**src/rtl/alu_seq.sv**
```systemverilog
// Sequential ALU for the execute stage: registered result plus NZVC flags, with
// valid/ready handshakes on both sides and an iterative shift-add unsigned multiply.
module alu_seq #(
  parameter int WIDTH = 16,
  parameter int SHW   = $clog2(WIDTH)
) (
  input  logic             clk,
  input  logic             rst_n,
  input  logic             in_valid,
  output logic             in_ready,
  input  logic [WIDTH-1:0] A,
  input  logic [WIDTH-1:0] B,
  input  logic [3:0]       sel,
  output logic             out_valid,
  input  logic             out_ready,
  output logic [WIDTH-1:0] Out,
  output logic             N,
  output logic             Z,
  output logic             V,
  output logic             C,
  output logic             busy
);

  localparam logic [3:0] OP_ADD = 4'b0000;
  localparam logic [3:0] OP_SUB = 4'b0001;
  localparam logic [3:0] OP_AND = 4'b0010;
  localparam logic [3:0] OP_OR  = 4'b0011;
  localparam logic [3:0] OP_XOR = 4'b0100;
  localparam logic [3:0] OP_SHL = 4'b0101;
  localparam logic [3:0] OP_SHR = 4'b0110;
  localparam logic [3:0] OP_SRA = 4'b0111;
  localparam logic [3:0] OP_MUL = 4'b1000;
  localparam logic [SHW-1:0] CNT_LAST = SHW'(WIDTH - 1);

  typedef enum logic [1:0] {IDLE, BUSY, HOLD} state_t;

  state_t               state, state_nxt;
  logic                 accept, mul_start, mul_last;
  logic [SHW-1:0]       cnt;
  logic [2*WIDTH-1:0]   acc, mcand, acc_sum;
  logic [WIDTH-1:0]     mplier;
  logic [WIDTH+1:0]     alu_res;

  // Single-cycle ops; returns {C, V, result}. Shifts carry a guard bit so the
  // last bit shifted out lands in a fixed position (and is 0 for a zero shift).
  function automatic logic [WIDTH+1:0] alu_eval(input logic [3:0]       op,
                                                input logic [WIDTH-1:0] a,
                                                input logic [WIDTH-1:0] b);
    logic [WIDTH-1:0]    r;
    logic                c, v;
    logic [WIDTH:0]      ext;
    logic signed [WIDTH:0] sext;
    logic [SHW-1:0]      sh;
    sh   = b[SHW-1:0];
    r    = a;
    c    = 1'b0;
    v    = 1'b0;
    ext  = '0;
    sext = '0;
    case (op)
      OP_ADD: begin
        ext = {1'b0, a} + {1'b0, b};
        r   = ext[WIDTH-1:0];
        c   = ext[WIDTH];
        v   = (a[WIDTH-1] == b[WIDTH-1]) && (r[WIDTH-1] != a[WIDTH-1]);
      end
      OP_SUB: begin
        ext = {1'b0, a} - {1'b0, b};
        r   = ext[WIDTH-1:0];
        c   = ~ext[WIDTH];
        v   = (a[WIDTH-1] != b[WIDTH-1]) && (r[WIDTH-1] != a[WIDTH-1]);
      end
      OP_AND: r = a & b;
      OP_OR:  r = a | b;
      OP_XOR: r = a ^ b;
      OP_SHL: begin
        ext = {1'b0, a} << sh;
        r   = ext[WIDTH-1:0];
        c   = ext[WIDTH];
      end
      OP_SHR: begin
        ext = {a, 1'b0} >> sh;
        r   = ext[WIDTH:1];
        c   = ext[0];
      end
      OP_SRA: begin
        sext = $signed({a, 1'b0}) >>> sh;
        r    = sext[WIDTH:1];
        c    = sext[0];
      end
      default: r = a;
    endcase
    return {c, v, r};
  endfunction

  assign accept    = in_valid && in_ready;
  assign mul_start = accept && (sel == OP_MUL);
  assign mul_last  = (state == BUSY) && (cnt == CNT_LAST);
  assign acc_sum   = acc + (mplier[0] ? mcand : '0);
  assign alu_res   = alu_eval(sel, A, B);

  always_ff @(posedge clk or negedge rst_n) begin
    if (!rst_n) state <= IDLE;
    else        state <= state_nxt;
  end

  always_comb begin
    state_nxt = state;
    case (state)
      IDLE: if (accept) state_nxt = mul_start ? BUSY : HOLD;
      BUSY: if (mul_last) state_nxt = HOLD;
      HOLD: begin
        if (accept)         state_nxt = mul_start ? BUSY : HOLD;
        else if (out_ready) state_nxt = IDLE;
      end
      default: state_nxt = IDLE;
    endcase
  end

  always_comb begin
    busy      = (state == BUSY);
    out_valid = (state == HOLD);
    in_ready  = (state == IDLE) || ((state == HOLD) && out_ready);
  end

  // Result/flag registers and the multiplier: multiplicand shifts left while the
  // multiplier shifts right, so each step only inspects mplier[0].
  always_ff @(posedge clk or negedge rst_n) begin
    if (!rst_n) begin
      Out    <= '0;
      N      <= 1'b0;
      Z      <= 1'b0;
      V      <= 1'b0;
      C      <= 1'b0;
      acc    <= '0;
      mcand  <= '0;
      mplier <= '0;
      cnt    <= '0;
    end else if (mul_start) begin
      acc    <= '0;
      mcand  <= {{WIDTH{1'b0}}, A};
      mplier <= B;
      cnt    <= '0;
    end else if (accept) begin
      Out <= alu_res[WIDTH-1:0];
      N   <= alu_res[WIDTH-1];
      Z   <= (alu_res[WIDTH-1:0] == '0);
      V   <= alu_res[WIDTH];
      C   <= alu_res[WIDTH+1];
    end else if (state == BUSY) begin
      acc    <= acc_sum;
      mcand  <= mcand << 1;
      mplier <= mplier >> 1;
      cnt    <= cnt + 1'b1;
      if (mul_last) begin
        Out <= acc_sum[WIDTH-1:0];
        N   <= acc_sum[WIDTH-1];
        Z   <= (acc_sum[WIDTH-1:0] == '0);
        V   <= |acc_sum[2*WIDTH-1:WIDTH];
        C   <= |acc_sum[2*WIDTH-1:WIDTH];
      end
    end
  end

endmodule

```
**config.mk**
```make
export PLATFORM = sky130hd
export DESIGN_NAME = alu_seq
export DESIGN_NICKNAME = d
export VERILOG_FILES = /design/src/rtl/alu_seq.sv
export SDC_FILE = /design/constraint.sdc
export NUM_CORES = 1
export LEC_CHECK = 0
export CAP_MARGIN = 20
export CORE_ASPECT_RATIO = 1.5
export CORE_MARGIN = 2
export CORE_UTILIZATION = 46
export CTS_CLUSTER_SIZE = 8
export DETAILED_ROUTE_END_ITERATION = 10
export GPL_TIMING_DRIVEN = 1
export PLACE_DENSITY = 0.62
export SLEW_MARGIN = 10
export SYNTH_ARGS = -nofsm -noshare
export SYNTH_HDL_FRONTEND = slang
export SYNTH_SLANG_ARGS = --single-unit
```
**constraint.sdc**
```tcl
create_clock -name clk -period 7 [get_ports clk]
set_input_delay 1.75 -clock clk [delete_from_list [all_inputs] [get_ports clk]]
set_output_delay 1.75 -clock clk [all_outputs]
set_load 0.02 [all_outputs]
```
### After elaboration in Yosys (flattened, before gate mapping)

Cells that the tools add are included.

* bitwise logic cells: 5
* reduce and logical (&&, ||, !) cells: 18
* shifts and indexed selects: 3
* $add $sub $neg: 4
* equality and inequality tests: 19
* muxes and demuxes: 35

Operators with widths (number)
* 2-to-1 mux 32 bit: 7
* case mux 16 bit (8 select lines): 1
* 2-to-1 mux 16 bit: 6
* adder 32 bit: 1
* logical NOT 16 bit: 2
* adder 16 x 16 -> 17 bit: 1
* << shifter 16 x 4 -> 17 bit: 1
* >> shifter 17 x 4 -> 17 bit: 1
* >>> shifter 17 x 4 -> 17 bit: 1
* subtractor 16 x 16 -> 17 bit: 1
* AND 16 bit: 1
* equality test 4 x 3 -> 1 bit (second input constant): 4
* OR 16 bit: 1
* OR reduction 16 bit: 1
* XOR 16 bit: 1
* 2-to-1 mux 4 bit: 3
* 2-to-1 mux 1 bit: 10
* 2-to-1 mux 2 bit: 5
* equality test 4 x 2 -> 1 bit (second input constant): 2
* equality test 4 bit (second input constant): 2
* logical AND 1 bit: 6
* case mux 2 bit (3 select lines): 1
* AND reduction 3 bit: 2
* nonzero test 2 bit: 3
* 16 further kinds: 20

* flip-flop bits (word level): 106
* word-level logic and storage cells: 94
* output and inout port bits: 23
* input port bits: 40

### Longest topological paths before layout

* depth in word-level cells: 8
* mapped depth: 15
* gate-level depth less buffers: 13

### Worst setup path before layout

Ideal clock, no wire load.

* path kind: input to register
* from: input port B[1]
* to: register Z
* slack: 2.284 ns
* buffers on the path: 2
* stages: 13
* data arrival time: 4.624 ns
* data required time: 6.908 ns
* library setup time: 0.092 ns
* cell sequence: buf_6 -> buf_2 -> inv_1 -> ha_1 -> a211oi_2 -> or4_1 -> a2111oi_0 -> a2111oi_0 -> o221a_1 -> or4b_1 -> nor4_2 -> nand4_1 -> o31ai_2

* longest elaborated chain between the ends: 4
* elaborated cells on any way between the ends: 11
* those cells by class: add/sub: 2; shift: 3; mux: 2; bitwise: 3; reduce/logical: 1

Ends and longest elaborated chain
* start, declared: line 12 `input logic [WIDTH-1:0] B,`
* subtractor 16 x 16 -> 17 bit, or another cell as far along: line 68 `ext = {1'b0, a} - {1'b0, b};`
* case mux 16 bit (8 select lines) (*): line 60 `case (op)`
* logical NOT 16 bit (*): line 147 `Z <= (alu_res[WIDTH-1:0] == '0);`
* 2-to-1 mux 1 bit (*): line 144 `end else if (accept) begin`
* end signal, assigned: line 147
* end signal, assigned: line 158 `Z <= (acc_sum[WIDTH-1:0] == '0);`
* end, declared: line 18 `output logic Z,`

Mark *: on every way between the ends. The rest lies on a longest branch, timed or not.
A chain may end at the register's enable or synchronous reset.

### Worst setup path after layout

* from: input port A[1]
* to: register Z

* longest elaborated chain between the ends: 4
* elaborated cells on any way between the ends: 11
* those cells by class: add/sub: 2; shift: 3; mux: 2; bitwise: 3; reduce/logical: 1

Ends and longest elaborated chain
* start, declared: line 11 `input logic [WIDTH-1:0] A,`
* subtractor 16 x 16 -> 17 bit, or another cell as far along: line 68
* case mux 16 bit (8 select lines) (*): line 60
* logical NOT 16 bit (*): line 147
* 2-to-1 mux 1 bit (*): line 144

Marks and branches as above.

==> results.txt <==
CP Max Fanout -> 13
Clock Sinks -> 105
global-route wire length before repair -> 65500 um
startpoint type of the worst setup path -> input port
CTS buffer count -> 9
Worst-Margin Slew -> 1.01 ns
Netlist Area Pre-Place -> 11400 sq um
Crit. End Element -> flip-flop
final period utilization -> 81.1%
clk_skew -> 0.0100 ns
fraction of layout cells with a size suffix above 1 -> 7.28%
CP top delay family -> compound AO/OA/AOI/OAI gates
DIE AREA -> 26100 sq um
grt ovf -> 0
clk buf depth -> 2
IO Port Bufs -> 62
Setup WS pre-CTS -> 0.996 ns
Cell Chain, Critical Path -> clkdlybuf4s50_1, inv_1, ha_1, a211oi_2, or4_1, a2111oi_0, a2111oi_0, o221a_1, or4b_1, nor4_2, nand4_1, o31ai_2
dpl hpwl -> 31800 um
Fmax achieved -> 0.176 GHz
postcts setup bufs -> 0
final core utilization -> 51.0%
DR vias -> 11500
Slew Viols, Final -> 0
routability-driven placement congestion ratio -> 0.935
Root Driver -> clkbuf_16
final non-filler cell area -> 12400 sq um
Post-route DRC -> 0
H-tree Lvls -> 3
Total GRT Usage -> 32.3%
antenna violation net count after detailed routing -> 0
TritonRoute pass-1 iters -> 6
Post-synth ARST share -> 100%
crit path DAT -> 5.95 ns
io pins -> 63
WP data required -> 7.28 ns
core area -> 24300 sq um
sequential share of the synthesized area -> 23.0%
Most used DFF post-synth -> dfrtp_1
syn nets -> 1587
worst skew pair latency -> 0.36 ns
gr busiest metal -> met2
Antenna diodes -> 0
Synth area leader -> dfrtp_1
CTS clock-pin slew for the worst setup and hold paths -> 0.07 ns
Initial Utilization -> 46.8%
status -> completed
Worst path max stage delay -> 0.83 ns
most used cell, CP -> a2111oi_0
antenna violations before repair -> 0
largest net degree at the start of global routing -> 60
worst setup margin -> 1.32 ns
top cell type's share of synthesized area -> 23.0%
Crit-path slowest cell -> clkdlybuf4s50_1
Die Span Y -> 197 um
Max Cap Violations -> 0
met1 track demand over resource -> 37.3%
total power -> 3.53 mW
Max VDD drop -> 148 uV
vias in the first global route -> 11300
Placed Area -> 12100 sq um
DRT Wirelength -> 42400 um
DRT iter0 DRCs -> 1097
class of the worst hold path -> reg -> reg
EDFF count, synth -> 0
met3 usage -> 3.01%
NumNets Final -> 1580
Setup TNS -> 0 ns
WS Path Type -> in -> reg
top cells by area, synth -> dfrtp_1 (23%), ha_1 (9.2%), nand2_1 (7.3%), o21ai_0 (4.3%), a21oi_1 (3.5%)
Final Hold Fails -> 0
unrepaired setup endpoints after global routing -> false
Synth Register Bits -> 105
Avg Synthesized Cell Area -> 7.81 sq um
Max-Slew Margin vs Limit -> 32.5%
area growth from synthesis to layout -> 8.89%
row cnt -> 70
PwrDens -> 284 nW/um^2
Wirelength per Cell -> 23.8 um
Hold Buf Count CTS -> 0
CTS tree -> done
die width -> 133 um
LEAKAGE -> 5.34 nW
Post-Syn Instances -> 1460
post-CTS sizing -> 0
Synth cell types -> 92
Warnings, synthesis -> 0
Via-to-Cell Ratio -> 6.47
met2 usage -> 58.0%
Tmin final -> 5.68 ns
Final setup viols -> 0
CP bufs+invs -> 2
[cell families after synthesis]
| group | count (synthesis) | synth area share (%) |
|---|---|---|
| compound gates | 464 | 27.7 |
| xor+xnor | 31 | 2.38 |
| fa+ha+maj | 87 | 9.74 |
| buf+inv | 171 | 6.70 |
| flops | 105 | 23.0 |
| mux | 49 | 7.16 |
| simple gates | 553 | 23.2 |
[report_power, final]
part	switching, mW	internal (mW)	leakage (nW)	total, mW
Sequential	0.179	0.868	1.33	1.05
Combinational	1.21	0.766	3.87	1.97
Clock	0.235	0.276	0.139	0.511
Total	1.62	1.91	5.34	3.53
[flip-flops by register name, summed over array words and instances, names as in the netlist]
name and cells:
Z 1, state 2, mcand 32, V 1, C 1, Out 16
mplier 16, acc 32, cnt 4
[final cells by class]
class | count | area, sq um
clock inverter | 5 | 56.3
fill | 2476 | 11900
timing repair buffer | 94 | 848
clock buffer | 10 | 229
tap | 324 | 405
sequential | 105 | 2630
multi-input combinational | 1184 | 8030
inverter | 59 | 221
[routing by layer]
| layer | part of all wire [%] | vias up | routed length, um |
|---|---|---|---|
| li1 | - | 5363 | - |
| met1 | 38 | 5560 | 16200 |
| met2 | 51 | 454 | 21500 |
| met3 | 4.6 | 138 | 1940 |
| met4 | 6.6 | 0 | 2790 |
| met5 | 0 | - | 0 |
[placed cells by master (no fill, tap or decap), drive strengths merged, types with 7 or more instances in the layout]
cell type	count
nand2	221
dfrtp	105
nor2	99
o21ai	99
ha	84
a21oi	79
clkdlybuf4s50	59
inv	58
nor3	40
and2	38
nand3	35
buf	35
a22oi	34
o211ai	31
o22ai	28
a211oi	24
mux4	22
a21o	20
xnor2	19
nor2b	17
or3	17
a31oi	17
mux2i	16
o31ai	16
nand4	13
o21a	13
and3	13
or2	12
xor2	12
nand2b	12
mux2	11
clkbuf	10
a221oi	8
or4	7
o2111ai	7
nor4	7
[path summary, 6_finish.rpt]
check                           from   endpoint  slack (ns)  cells past startpoint
max                             A[1]          Z        1.32                     12
min                           Out[7]     Out[7]        0.48                      2
max reg2reg                mplier[0]          V        2.58                     13
min reg2reg                   Out[7]     Out[7]        0.48                      2
max in group asynchronous      rst_n   mcand[5]        4.37                      2
min in group asynchronous      rst_n  mplier[0]        1.45                      1
[through the flow]
stage	std cells	hold slack (ns)
CTS	1781	0.487
detailed placement	1766	0.465
global route	1781	0.510
floorplan	1460	0.445
global placement	1766	0.463
finish	1781	0.481
[synthesized netlist by cell type (10+ instances only)]
| library cell | n |
|---|---|
| nand2b_1 | 12 |
| xnor2_1 | 19 |
| o21a_1 | 13 |
| buf_2 | 12 |
| ha_1 | 84 |
| nand4_1 | 13 |
| nand2_1 | 221 |
| nor3_1 | 40 |
| o31ai_1 | 15 |
| mux4_1 | 10 |
| and2_1 | 38 |
| nand3_1 | 35 |
| o22ai_1 | 28 |
| a211oi_1 | 23 |
| mux2_2 | 11 |
| or2_2 | 12 |
| mux2i_1 | 16 |
| xor2_1 | 12 |
| nor2_1 | 99 |
| dfrtp_1 | 105 |
| a21oi_1 | 79 |
| nor2b_1 | 17 |
| mux4_2 | 12 |
| a21o_1 | 20 |
| and3_1 | 13 |
| or3_1 | 17 |
| inv_1 | 56 |
| a22oi_1 | 34 |
| a31oi_1 | 17 |
| o21ai_0 | 97 |
| o211ai_1 | 31 |
| clkbuf_1 | 79 |
[worst min-delay path, stage by stage (launching register included)]
cell and delay (ns):
dfrtp_1 0.34, nand2_1 0.04, o21ai_0 0.06
No activity file was read; power rests on OpenSTA's default activity.
